===== src/rtl/pwm_ramp_controller.sv =====
// pwm_ramp_controller: ramps the PWM duty output toward a latched target by a
// programmable step every programmable number of clocks, instead of jumping.
// Optional feature macro: PWM_RAMP_ABORT_EN (adds i_abort, which freezes the
// ramp at the current duty and returns to IDLE without a done pulse).
module pwm_ramp_controller #(
    parameter int DUTY_W     = 8,
    parameter int INTERVAL_W = 16
) (
    input  logic                  clk,
    input  logic                  rst,
    input  logic                  i_enable,
    input  logic                  i_target_valid,
    input  logic [DUTY_W-1:0]     i_target_duty,
    input  logic [DUTY_W-1:0]     i_step,
    input  logic [INTERVAL_W-1:0] i_interval,
`ifdef PWM_RAMP_ABORT_EN
    input  logic                  i_abort,
`endif
    output logic [DUTY_W-1:0]     o_duty,
    output logic                  o_busy,
    output logic                  o_done,
    output logic                  o_target_ack
);

    typedef enum logic [1:0] {
        ST_IDLE = 2'd0,
        ST_WAIT = 2'd1,
        ST_STEP = 2'd2
    } state_t;

    localparam logic [INTERVAL_W-1:0] CNT_ZERO = {INTERVAL_W{1'b0}};
    localparam logic [INTERVAL_W-1:0] CNT_ONE  = {{(INTERVAL_W-1){1'b0}}, 1'b1};
    localparam logic [DUTY_W-1:0]     DUTY_ZERO = {DUTY_W{1'b0}};

    // One ramp step from cur toward tgt by min(stp, |tgt-cur|). The distance
    // is taken in DUTY_W+1 bits and the move is clamped to it, so the result
    // always lies between cur and tgt: no overshoot, no wrap at 0 or full scale.
    function automatic logic [DUTY_W-1:0] step_toward(
        input logic [DUTY_W-1:0] cur,
        input logic [DUTY_W-1:0] tgt,
        input logic [DUTY_W-1:0] stp
    );
        logic [DUTY_W:0] ext_dist;
        logic [DUTY_W:0] ext_amt;
        logic            up;
        up = (tgt >= cur);
        if (up) begin
            ext_dist = {1'b0, tgt} - {1'b0, cur};
        end else begin
            ext_dist = {1'b0, cur} - {1'b0, tgt};
        end
        if ({1'b0, stp} < ext_dist) begin
            ext_amt = {1'b0, stp};
        end else begin
            ext_amt = ext_dist;
        end
        if (up) begin
            return tgt - (ext_dist[DUTY_W-1:0] - ext_amt[DUTY_W-1:0]);
        end else begin
            return tgt + (ext_dist[DUTY_W-1:0] - ext_amt[DUTY_W-1:0]);
        end
    endfunction

    state_t                r_state, w_state_nx;
    logic [DUTY_W-1:0]     r_duty, w_duty_nx;
    logic [DUTY_W-1:0]     r_target, w_target_nx;
    logic [DUTY_W-1:0]     r_step, w_step_nx;
    logic [INTERVAL_W-1:0] r_count, w_count_nx;
    logic                  r_busy, w_busy_nx;
    logic                  r_done, w_done_nx;
    logic                  r_ack, w_ack_nx;
    logic                  r_pend, w_pend_nx;   // target accepted while frozen, not yet resolved

    logic                  w_abort;
    logic [DUTY_W-1:0]     w_stepped;
    logic [DUTY_W-1:0]     w_base;
    logic [DUTY_W-1:0]     w_res_tgt;
    logic [DUTY_W-1:0]     w_res_step;

`ifdef PWM_RAMP_ABORT_EN
    assign w_abort = i_abort;
`else
    assign w_abort = 1'b0;
`endif

    // A step coinciding with a new target is applied toward the old target first.
    assign w_stepped  = step_toward(r_duty, r_target, r_step);
    assign w_base     = (r_state == ST_STEP) ? w_stepped : r_duty;
    assign w_res_tgt  = i_target_valid ? i_target_duty : r_target;
    assign w_res_step = i_target_valid ? i_step : r_step;

    // Next-state and next-output logic for the ramp sequencer.
    always_comb begin
        w_state_nx  = r_state;
        w_duty_nx   = r_duty;
        w_target_nx = r_target;
        w_step_nx   = r_step;
        w_count_nx  = r_count;
        w_busy_nx   = r_busy;
        w_done_nx   = 1'b0;
        w_ack_nx    = 1'b0;
        w_pend_nx   = r_pend;
        if (w_abort) begin
            w_target_nx = r_duty;
            w_busy_nx   = 1'b0;
            w_count_nx  = CNT_ZERO;
            w_pend_nx   = 1'b0;
            w_state_nx  = ST_IDLE;
        end else if (!i_enable) begin
            if (i_target_valid) begin
                w_target_nx = i_target_duty;
                w_step_nx   = i_step;
                w_count_nx  = CNT_ZERO;
                w_ack_nx    = 1'b1;
                w_pend_nx   = 1'b1;
            end else begin
                w_pend_nx   = r_pend;
            end
        end else if (i_target_valid || r_pend) begin
            // Resolve a new (or deferred) target against the current duty.
            w_ack_nx    = i_target_valid;
            w_target_nx = w_res_tgt;
            w_step_nx   = w_res_step;
            w_pend_nx   = 1'b0;
            w_count_nx  = CNT_ZERO;
            w_duty_nx   = w_base;
            if (w_res_tgt == w_base) begin
                w_done_nx  = 1'b1;
                w_busy_nx  = 1'b0;
                w_state_nx = ST_IDLE;
            end else if (w_res_step == DUTY_ZERO) begin
                w_duty_nx  = w_res_tgt;
                w_done_nx  = 1'b1;
                w_busy_nx  = 1'b0;
                w_state_nx = ST_IDLE;
            end else begin
                w_busy_nx  = 1'b1;
                w_state_nx = ST_WAIT;
            end
        end else begin
            case (r_state)
                ST_IDLE: begin
                    w_state_nx = ST_IDLE;
                end
                ST_WAIT: begin
                    if (r_count >= i_interval) begin
                        w_count_nx = CNT_ZERO;
                        w_state_nx = ST_STEP;
                    end else begin
                        w_count_nx = r_count + CNT_ONE;
                    end
                end
                ST_STEP: begin
                    w_duty_nx = w_stepped;
                    if (w_stepped == r_target) begin
                        w_done_nx  = 1'b1;
                        w_busy_nx  = 1'b0;
                        w_state_nx = ST_IDLE;
                    end else if (i_interval == CNT_ZERO) begin
                        w_state_nx = ST_STEP;
                    end else begin
                        // The STEP cycle itself counts toward the next interval.
                        w_count_nx = CNT_ONE;
                        w_state_nx = ST_WAIT;
                    end
                end
                default: begin
                    w_busy_nx  = 1'b0;
                    w_state_nx = ST_IDLE;
                end
            endcase
        end
    end

    // State and output registers with asynchronous reset.
    always_ff @(posedge clk or posedge rst) begin
        if (rst) begin
            r_state  <= ST_IDLE;
            r_duty   <= DUTY_ZERO;
            r_target <= DUTY_ZERO;
            r_step   <= DUTY_ZERO;
            r_count  <= CNT_ZERO;
            r_busy   <= 1'b0;
            r_done   <= 1'b0;
            r_ack    <= 1'b0;
            r_pend   <= 1'b0;
        end else begin
            r_state  <= w_state_nx;
            r_duty   <= w_duty_nx;
            r_target <= w_target_nx;
            r_step   <= w_step_nx;
            r_count  <= w_count_nx;
            r_busy   <= w_busy_nx;
            r_done   <= w_done_nx;
            r_ack    <= w_ack_nx;
            r_pend   <= w_pend_nx;
        end
    end

    assign o_duty       = r_duty;
    assign o_busy       = r_busy;
    assign o_done       = r_done;
    assign o_target_ack = r_ack;

endmodule


===== config.mk =====
export PLATFORM = sky130hd
export DESIGN_NAME = pwm_ramp_controller
export DESIGN_NICKNAME = d
export VERILOG_FILES = /design/src/rtl/pwm_ramp_controller.sv
export SDC_FILE = /design/constraint.sdc
export NUM_CORES = 1
export LEC_CHECK = 0
export ABC_AREA = 0
export CAP_MARGIN = 0
export CELL_PAD_IN_SITES_DETAIL_PLACEMENT = 1
export CELL_PAD_IN_SITES_GLOBAL_PLACEMENT = 2
export CORE_MARGIN = 2
export CORE_UTILIZATION = 32
export CTS_CLUSTER_DIAMETER = 100
export DETAILED_ROUTE_END_ITERATION = 10
export PLACE_DENSITY_LB_ADDON = 0.1
export REMOVE_ABC_BUFFERS = 1
export SETUP_SLACK_MARGIN = 0.4
export SYNTH_ARGS = -nofsm -noshare
export SYNTH_HDL_FRONTEND = slang
export SYNTH_SLANG_ARGS = --single-unit

===== constraint.sdc =====
create_clock -name clk -period 7.8 [get_ports clk]
set_clock_uncertainty 0.2 [all_clocks]
set_input_delay 1.56 -clock clk [delete_from_list [all_inputs] [get_ports clk]]
set_output_delay 1.56 -clock clk [all_outputs]
set_load 0.01 [all_outputs]

== Word-level counts from Yosys, hierarchy flattened ==
Index checks and enable logic that the tools add are counted.

* Register bits after elaboration: 46
* Output and inout port bits: 11
* Word-level logic and storage cells: 83

* Add/sub/neg operators: 6
* Order comparisons: 3
* Equal/unequal tests: 11
* Mux-type cells: 44
* Reduce and logical (&&, ||, !) cells: 10

{| class="wikitable"
|+ Operator list
! operator !! count
|-
| 2-to-1 mux 16 bit || 6
|-
| 2-to-1 mux 8 bit || 12
|-
| case mux 16 bit (2 select lines) || 1
|-
| 2-to-1 mux 1 bit || 18
|-
| subtractor 8 x 8 -> 9 bit || 2
|-
| adder 16 x 1 -> 16 bit, second input constant || 1
|-
| == test 8 bit || 2
|-
| >= comparator 16 bit || 1
|-
| logical NOT 16 bit || 1
|-
| subtractor 8 bit || 2
|-
| < comparator 8 x 9 -> 1 bit || 1
|-
| 2-to-1 mux 9 bit || 1
|-
| adder 8 bit || 1
|-
| >= comparator 8 bit || 1
|-
| logical NOT 8 bit || 1
|-
| 2-to-1 mux 2 bit || 4
|-
| inequality test 4 bit, second input constant || 2
|-
| inequality test 2 x 1 -> 1 bit, second input constant || 2
|-
| inequality test 4 x 1 -> 1 bit, second input constant || 1
|-
| case mux 2 bit (2 select lines) || 1
|-
| AND reduction 2 bit || 2
|-
| AND reduction 4 bit || 1
|-
| inequality test 3 x 1 -> 1 bit, second input constant || 1
|-
| inequality test 3 bit, second input constant || 1
|-
| other kinds (8) || 8
|}

== Longest topological paths before layout ==
Gate-level depths: netlist (run 1).

* Word-level depth: 12
* Depth in mapped cells: 47
* Depth with buffers taken out: 44

== Least setup slack after synthesis (run 1) ==
Ideal clock, no wire load.

* Path type: flip-flop to flip-flop
* Start: register r_duty[6], in the netlist o_duty[6]
* End: register r_duty[0], in the netlist o_duty[0]
* Arrival time: 8434 ps
* Slack: -960 ps
* Stages on the path, launching flop included: 44
* Buffers on the path: 3
* Clock period less this slack: 8760 ps
* Path through: dfrtp_1 inv_1 ha_1 buf_6 a21o_1 a21oi_2 o211ai_1 nand2_1 mux2i_1 nand2_1 nand3_1 nand2_1 nand3_1 xor2_1 inv_1 ha_1 a21o_1 a21oi_1 [... 8 more ...] nand3_1 nand2_1 xor2_1 ha_1 a21boi_0 o21a_1 or3_1 a31oi_1 xnor2_1 nor4_1 and2_1 nand3_1 a21o_1 and4b_1 buf_6 and2_4 buf_6 a221o_1

* Cells in the longest elaborated chain, start to end: 11
* Elaborated cells on any way between the ends: 15

{| class="wikitable"
|+ Ends and longest elaborated chain
! item !! line !! text
|-
| start, declared || 65 || <nowiki>logic [DUTY_W-1:0] r_duty, w_duty_nx;</nowiki>
|-
| start signal, assigned || 189 || <nowiki>r_duty <= w_duty_nx;</nowiki>
|-
| subtractor 8 x 8 -> 9 bit (tied with other cells) || 50 || <nowiki>ext_dist = {1'b0, cur} - {1'b0, tgt};</nowiki>
|-
| 2-to-1 mux 9 bit || 47 || <nowiki>if (up) begin</nowiki>
|-
| < comparator 8 x 9 -> 1 bit || 52 || <nowiki>if ({1'b0, stp} < ext_dist) begin</nowiki>
|-
| 2-to-1 mux 8 bit || 52 ||
|-
| subtractor 8 bit || 58, 60 ||
|-
| adder 8 bit / subtractor 8 bit (equally long branches) || 60, 58 ||
|-
| 2-to-1 mux 8 bit || 57 || <nowiki>if (up) begin</nowiki>
|-
| 2-to-1 mux 8 bit * || 141 || <nowiki>case (r_state)</nowiki>
|-
| == test 8 bit / 2-to-1 mux 8 bit (equally long branches) || 127, 131 ||
|-
| 2-to-1 mux 8 bit || 127 || <nowiki>if (w_res_tgt == w_base) begin</nowiki>
|-
| 2-to-1 mux 8 bit * || 119 || <nowiki>end else if (i_target_valid || r_pend) begin</nowiki>
|}

Mark *: on every way between the ends. The rest lies on a longest branch, timed or not.
A chain may end at the register's enable or synchronous reset.

== Worst setup path after layout (run 1) ==
* Start: register r_duty[6], in the netlist o_duty[6]
* End: register r_duty[7], in the netlist o_duty[7]

Same word-level chain as after synthesis.

==> out/qor.csv, run 1 <==
stage,metric,value,unit
place,place.gp.congestion,0.885,
sta,max_freq,122,MHz
final_layout,area_growth,47.1,%
yosys,yosysWarnings,0,
critical_path,worstSetupEndpointType,flip-flop,
place,post-dp-hpwl,14.7,mm
floorplan,die_w,131,um
clock_network,holdBufCountCts,0,
critical_path,path_delay_family,compound AO/OA/AOI/OAI gates,
sta,fin_crit_sh,1.05,
detailed_routing,first_iter_violations,244,
run_status,violations,setup timing,
final_layout,layout.cells.non_filler,1008,
critical_path,crit_fanout,8,
global_routing,grt_pass1_wl,31.3,mm
sta,rsz0062_at_grt,true,
critical_path,cp_slowest_stage_delay,0.49,ns
clock_network,htreeDepth,2,
worst_hold_path,hold_path.class,flip-flop to flip-flop,
final_layout,fin_nets,886,
critical_path,cp-start-kind,flip-flop,
run_status,outcome,finished with violations,
critical_path,critPathArrivalTime,8.15,ns
yosys,avgSynthCellArea,8.27,um2
place,post-place-cells,972,
sta,setup_viol,27,
yosys,async_flop_share,1.00,
global_routing,grt.overflow.total,0,
critical_path,crit_buf_inv,5,
clock_network,cts_tree,yes,
detailed_routing,via_per_inst,5.26,
sta,relSlewSlack,0.296,
yosys,syn_inst,622,
global_routing,grt_max_degree,47,
detailed_routing,drc,0,
detailed_routing,dr.pass1.iters,4,
floorplan,die_h,131,um
power,power,0.00264,W
yosys,ys_seq_area_frac,0.224,
power,cellLeakagePower,3.55,nW
sta,finalHoldViolCount,0,
clock_network,cts.clk_slew.worst_paths,0.07,ns
detailed_routing,vias,5298,
clock_network,clkSinkCount,46,
final_layout,insertedDiodeCount,0,
sta,tightest_slew,1.05,ns
global_routing,grt_pass1_vias,5856,
global_routing,grt_usage,0.235,
detailed_routing,ant_nets,0,
global_routing,grt_antenna_before_repair,0,
power,max-vdd-ir-drop,200,uV
final_layout,n_fill_cell,1856,
critical_path,required,7.76,ns
place,io_buffer_count,46,
clock_network,clock_path_buffers,2,
clock_network,numCtsBuffers,5,
yosys,synth.ff_latch_count,46,
yosys,synthDistinctLibCells,72,
sta,fin_crit,8.18,ns
floorplan,core_area,0.0158,mm2
detailed_routing,routedWlPerCell,19.2,um
yosys,synth_edf_count,0,
final_layout,drive_above_1_share,0.336,
floorplan,io_pins,47,
yosys,netlist_area,0.00514,mm2
floorplan,die_area,0.0171,mm2
clock_network,clock_latency,0.29,ns
yosys,synthFlopType,dfrtp_1,
sta,slew_violations,0,
power,power.density,349,mW/mm2
run,maxCapViolations,0,
sta,finalSetupTns,-6.34,ns
clock_network,cts-root-buf,clkbuf_16,
floorplan,start_util,0.326,
final_layout,utilization,0.480,
sta,layout_setup_ws,-0.383,ns
critical_path,worstSetupPathType,flip-flop to flip-flop,
floorplan,num_rows,46,
detailed_routing,drt_wl_total,19.4,mm
critical_path,critPathSlowestCell,fa_1,
where the power goes:
part / internal [W] / leakage [nW] / switching (W)
clock network: 0.000152 / 0.0781 / 0.0000943
logic: 0.00107 / 2.91 / 0.00106
registers: 0.000253 / 0.559 / 0.0000168
total: 0.00147 / 3.55 / 0.00117
worst paths after layout:
kind	to	from	depth (start not counted)	slack [ns]
min in group asynchronous	r_step[5]$_DFFE_PP0P_	rst	2	1.66
setup reg to reg	o_duty[7]$_DFFE_PP0P_	o_duty[6]$_DFFE_PP0P_	42	-0.38
hold / removal	o_busy$_DFFE_PP0P_	o_busy$_DFFE_PP0P_	1	0.31
setup / recovery	o_duty[7]$_DFFE_PP0P_	o_duty[6]$_DFFE_PP0P_	42	-0.38
hold reg to reg	o_busy$_DFFE_PP0P_	o_busy$_DFFE_PP0P_	1	0.31
max in group asynchronous	o_duty[4]$_DFFE_PP0P_	rst	2	5.09
per-layer routing:
metal	global-route usage	share of wire	vias up
met3	0.0175	0.025	20
met2	0.418	0.50	80
li1	-	-	2590
met5	0	0	-
met4	0.0494	0.017	0
met1	0.314	0.46	2608
layout make-up:
cell class | count | area (um2) | area share
multi-input combinational | 494 | 4220 | 0.558
timing repair buffer | 182 | 1530 | 0.202
sequential | 46 | 1150 | 0.152
tap | 216 | 270 | 0.0357
inverter | 62 | 233 | 0.0308
clock buffer | 7 | 133 | 0.0175
clock inverter | 1 | 30.0 | 0.00397
sequential cells by signal (all words and copies together) (netlist names):
register / flops
o_duty: 8
o_busy: 1
r_step: 8
o_done: 1
o_target_ack: 1
r_target: 8
r_pend: 1
r_count: 16
r_state: 2
what timing repair did:
item	CTS	global route
setup endpoints to repair	28	28
gates resized for setup	114	22
pin swaps	57	26
cloned	2	0
buffers inserted	20	6
cells in the final DEF (no fill, tap or decap), types with 5 or more instances in the layout:
cell             instances
a21o_1                  20
a21oi_1                  9
a21oi_2                  5
a221o_1                  9
a22oi_1                  7
and2_1                   8
and3_1                  15
buf_4                  128
buf_6                    6
clkbuf_16                5
clkdlybuf4s50_1         46
dfrtp_1                 46
ha_1                    48
ha_4                     5
inv_1                   55
inv_2                    6
mux2_2                   7
mux2i_1                 10
nand2_1                 36
nand2b_1                13
nand3_1                 12
nand4_1                  8
nor2_1                  42
nor2_2                   9
nor2b_1                 11
nor4_1                   6
o21a_1                   8
o21ai_0                 26
o21ai_1                  5
o21ai_2                 11
o31ai_1                  5
o31ai_2                  9
o31ai_4                  9
or3_1                    6
xnor2_1                 17
xnor2_2                  6
xor2_1                   9
cells by family (layout without fill, tap and decap cells):
kind of cell               count (synthesis)  after routing  share of synthesized area
DFF                                       46             46                      0.224
and+or+nand+nor                          204            205                      0.205
muxes                                     18             18                     0.0367
adders and majority gates                 59             59                      0.149
AOI/OAI and AO/OA                        178            178                      0.256
buffers and inverters                     83            252                     0.0684
xor gates and xnor gates                  34             34                     0.0606
Yosys cell counts, drive strengths merged, types with 5 or more instances:
library cell	instances	area, um2
or2	5	31.3
a22oi	7	52.6
nand4	8	50.1
inv	61	229
a211oi	5	42.5
xnor2	23	201
a21boi	5	37.5
a221o	9	90.1
xor2	10	87.6
o21ai	42	210
or3	8	55.1
a21oi	15	82.6
buf	8	70.1
and2	12	77.6
mux2	7	78.8
nor4	8	50.1
nor2b	14	87.6
nand2b	13	81.3
a31oi	7	43.8
a21o	20	150
and3	15	93.8
o21a	8	60.1
ha	55	688
o31ai	23	183
nand2	41	154
mux2i	11	110
dfrtp	46	1150
clkbuf	13	48.8
nand3	17	95.1
nor2	52	200
per-stage QoR:
stage	instance area, um2	hold slack, ns	worst slack, ns
after global placement	6570	0.283	-0.464
after detailed placement	6570	0.307	-0.713
after global routing	7560	0.342	-0.821
final	7560	0.313	-0.383
after floorplan	5020	0.296	-0.905
after CTS	7410	0.324	-0.0675
(Power assumes the default switching activity.)
==> run 2, diff against run 1 <==
==> constraint.sdc (replaced) <==
create_clock -name clk -period 7.8 [get_ports clk]
set_clock_uncertainty 0.2 [all_clocks]
set_input_delay 2.34 -clock clk [delete_from_list [all_inputs] [get_ports clk]]
set_output_delay 2.34 -clock clk [all_outputs]
set_load 0.01 [all_outputs]
==> out/qor.csv, run 2 (synthesized netlist as in run 1, its figures left out) <==
stage,metric,value,unit
run_status,outcome,finished with violations,
run_status,violations,setup timing,
final_layout,largest-register,r_count,
global_routing,grt_usage,0.228,
sta,fin_crit,8.19,ns
sta,finalSetupTns,-6.70,ns
floorplan,num_rows,46,
floorplan,start_util,0.326,
final_layout,area_growth,51.5,%
sta,rsz0062_at_grt,true,
place,post_dp_cell_area,0.00657,mm2
final_layout,utilization,0.494,
critical_path,cp-start-kind,flip-flop,
global_routing,grt.overflow.total,0,
global_routing,grt_antenna_before_repair,0,
final_layout,n_fill_cell,1867,
critical_path,crit_fanout,9,
floorplan,die_w,131,um
final_layout,drive_above_1_share,0.368,
detailed_routing,dr.pass1.iters,4,
final_layout,insertedDiodeCount,0,
final_layout,layout_commonest_cell,buf_4,
global_routing,grt_max_degree,47,
critical_path,path_delay_family,simple AND/OR/NAND/NOR gates,
sta,slew_violations,0,
power,power,0.00294,W
floorplan,core_area,0.0158,mm2
critical_path,rr_worst_depth,44,
place,place.gp.congestion,0.888,
critical_path,required,7.77,ns
place,post-dp-hpwl,14.5,mm
final_layout,fin_nets,904,
final_layout,postLayoutCellArea,0.00779,mm2
detailed_routing,vias,5547,
floorplan,io_pins,47,
final_layout,largest_register_ffs,16,
clock_network,numCtsBuffers,5,
detailed_routing,via_per_inst,5.41,
critical_path,worstSetupPathType,flip-flop to flip-flop,
floorplan,die_area,0.0171,mm2
critical_path,crit_buf_inv,13,
worst_hold_path,whs_path_depth,1,
power,cellLeakagePower,3.73,nW
global_routing,grt_pass1_vias,5761,
final_layout,layout.cells.non_filler,1026,
final_layout,final_cell_mix,"142 x buf_4, 52 x inv_1, 48 x ha_1",
critical_path,crit_top_cell,buf_4,
critical_path,worst-path-stages,44,
critical_path,r2r_slack,-0.39,ns
critical_path,critPathArrivalTime,8.16,ns
power,power.density,377,mW/mm2
place,io_buffer_count,46,
clock_network,cts_tree,yes,
run,maxCapViolations,0,
clock_network,clkSinkCount,46,
final_layout,seqCellArea,0.00115,mm2
clock_network,clock_latency,0.30,ns
clock_network,cts-root-buf,clkbuf_16,
floorplan,die_h,131,um
critical_path,critPathSlowestCell,dfrtp_1,
power,max-vdd-ir-drop,181,uV
detailed_routing,ant_nets,0,
critical_path,cp_slowest_stage_delay,0.39,ns
sta,max_freq,122,MHz
detailed_routing,routedWlPerCell,19.6,um
global_routing,grt_pass1_wl,30.4,mm
sta,finalHoldViolCount,0,
sta,tightest_slew,1.23,ns
worst_hold_path,hold_path.class,flip-flop to flip-flop,
detailed_routing,drc,0,
final_layout,multi_input_area,0.00428,mm2
place,post-place-cells,972,
clock_network,cts.clk_slew.worst_paths,0.07,ns
clock_network,clock_path_buffers,2,
sta,setup_viol,27,
clock_network,htreeDepth,2,
critical_path,worstSetupEndpointType,flip-flop,
sta,layout_setup_ws,-0.388,ns
detailed_routing,first_iter_violations,325,
detailed_routing,drt_wl_total,20.1,mm
sta,fin_crit_sh,1.05,
sta,relSlewSlack,0.178,
[run 2: power breakdown]
| part | switching, W | total, W | internal, W |
|---|---|---|---|
| Clock | 0.000101 | 0.000293 | 0.000193 |
| Combinational | 0.00116 | 0.00237 | 0.00121 |
| Sequential | 0.0000178 | 0.000271 | 0.000253 |
| Total | 0.00128 | 0.00294 | 0.00166 |
[run 2: routing by layer]
metal | share of wire | track usage | vias to the layer above
li1 | - | - | 2632
met5 | 0 | 0 | -
met4 | 0.021 | 0.0582 | 0
met1 | 0.45 | 0.303 | 2780
met3 | 0.024 | 0.0204 | 33
met2 | 0.51 | 0.400 | 102
[run 2: worst paths after layout]
| path | from | end |
|---|---|---|
| worst max-delay path | o_duty[3]$_DFFE_PP0P_ | o_duty[3]$_DFFE_PP0P_ |
| worst min-delay path | o_busy$_DFFE_PP0P_ | o_busy$_DFFE_PP0P_ |
| worst max register to register | o_duty[3]$_DFFE_PP0P_ | o_duty[3]$_DFFE_PP0P_ |
| worst min register to register | o_busy$_DFFE_PP0P_ | o_busy$_DFFE_PP0P_ |
| max in group asynchronous | rst | o_duty[0]$_DFFE_PP0P_ |
| min in group asynchronous | rst | r_step[5]$_DFFE_PP0P_ |
[run 2: cell type report]
| cell class | count | share of cell area |
|---|---|---|
| Clock buffer | 6 | 0.0178 |
| Clock inverter | 2 | 0.00771 |
| Inverter | 62 | 0.0299 |
| Multi-Input combinational cell | 494 | 0.549 |
| Sequential cell | 46 | 0.148 |
| Tap cell | 216 | 0.0347 |
| Timing Repair Buffer | 200 | 0.212 |
[run 2: repair_timing]
item	4_1_cts	5_1_grt
gates cloned	2	1
setup buffers	28	15
endpoints found under the setup margin	28	28
gates resized for setup	91	63
hold buffers	0	0
pin swaps	42	32
[run 2: metrics by stage]
stage	hold WS [ns]	worst slack, ns
finish	0.306	-0.388
global route	0.333	-0.683
CTS	0.312	-0.224
detailed placement	0.281	-0.815
global placement	0.280	-0.604
floorplan	0.296	-0.905
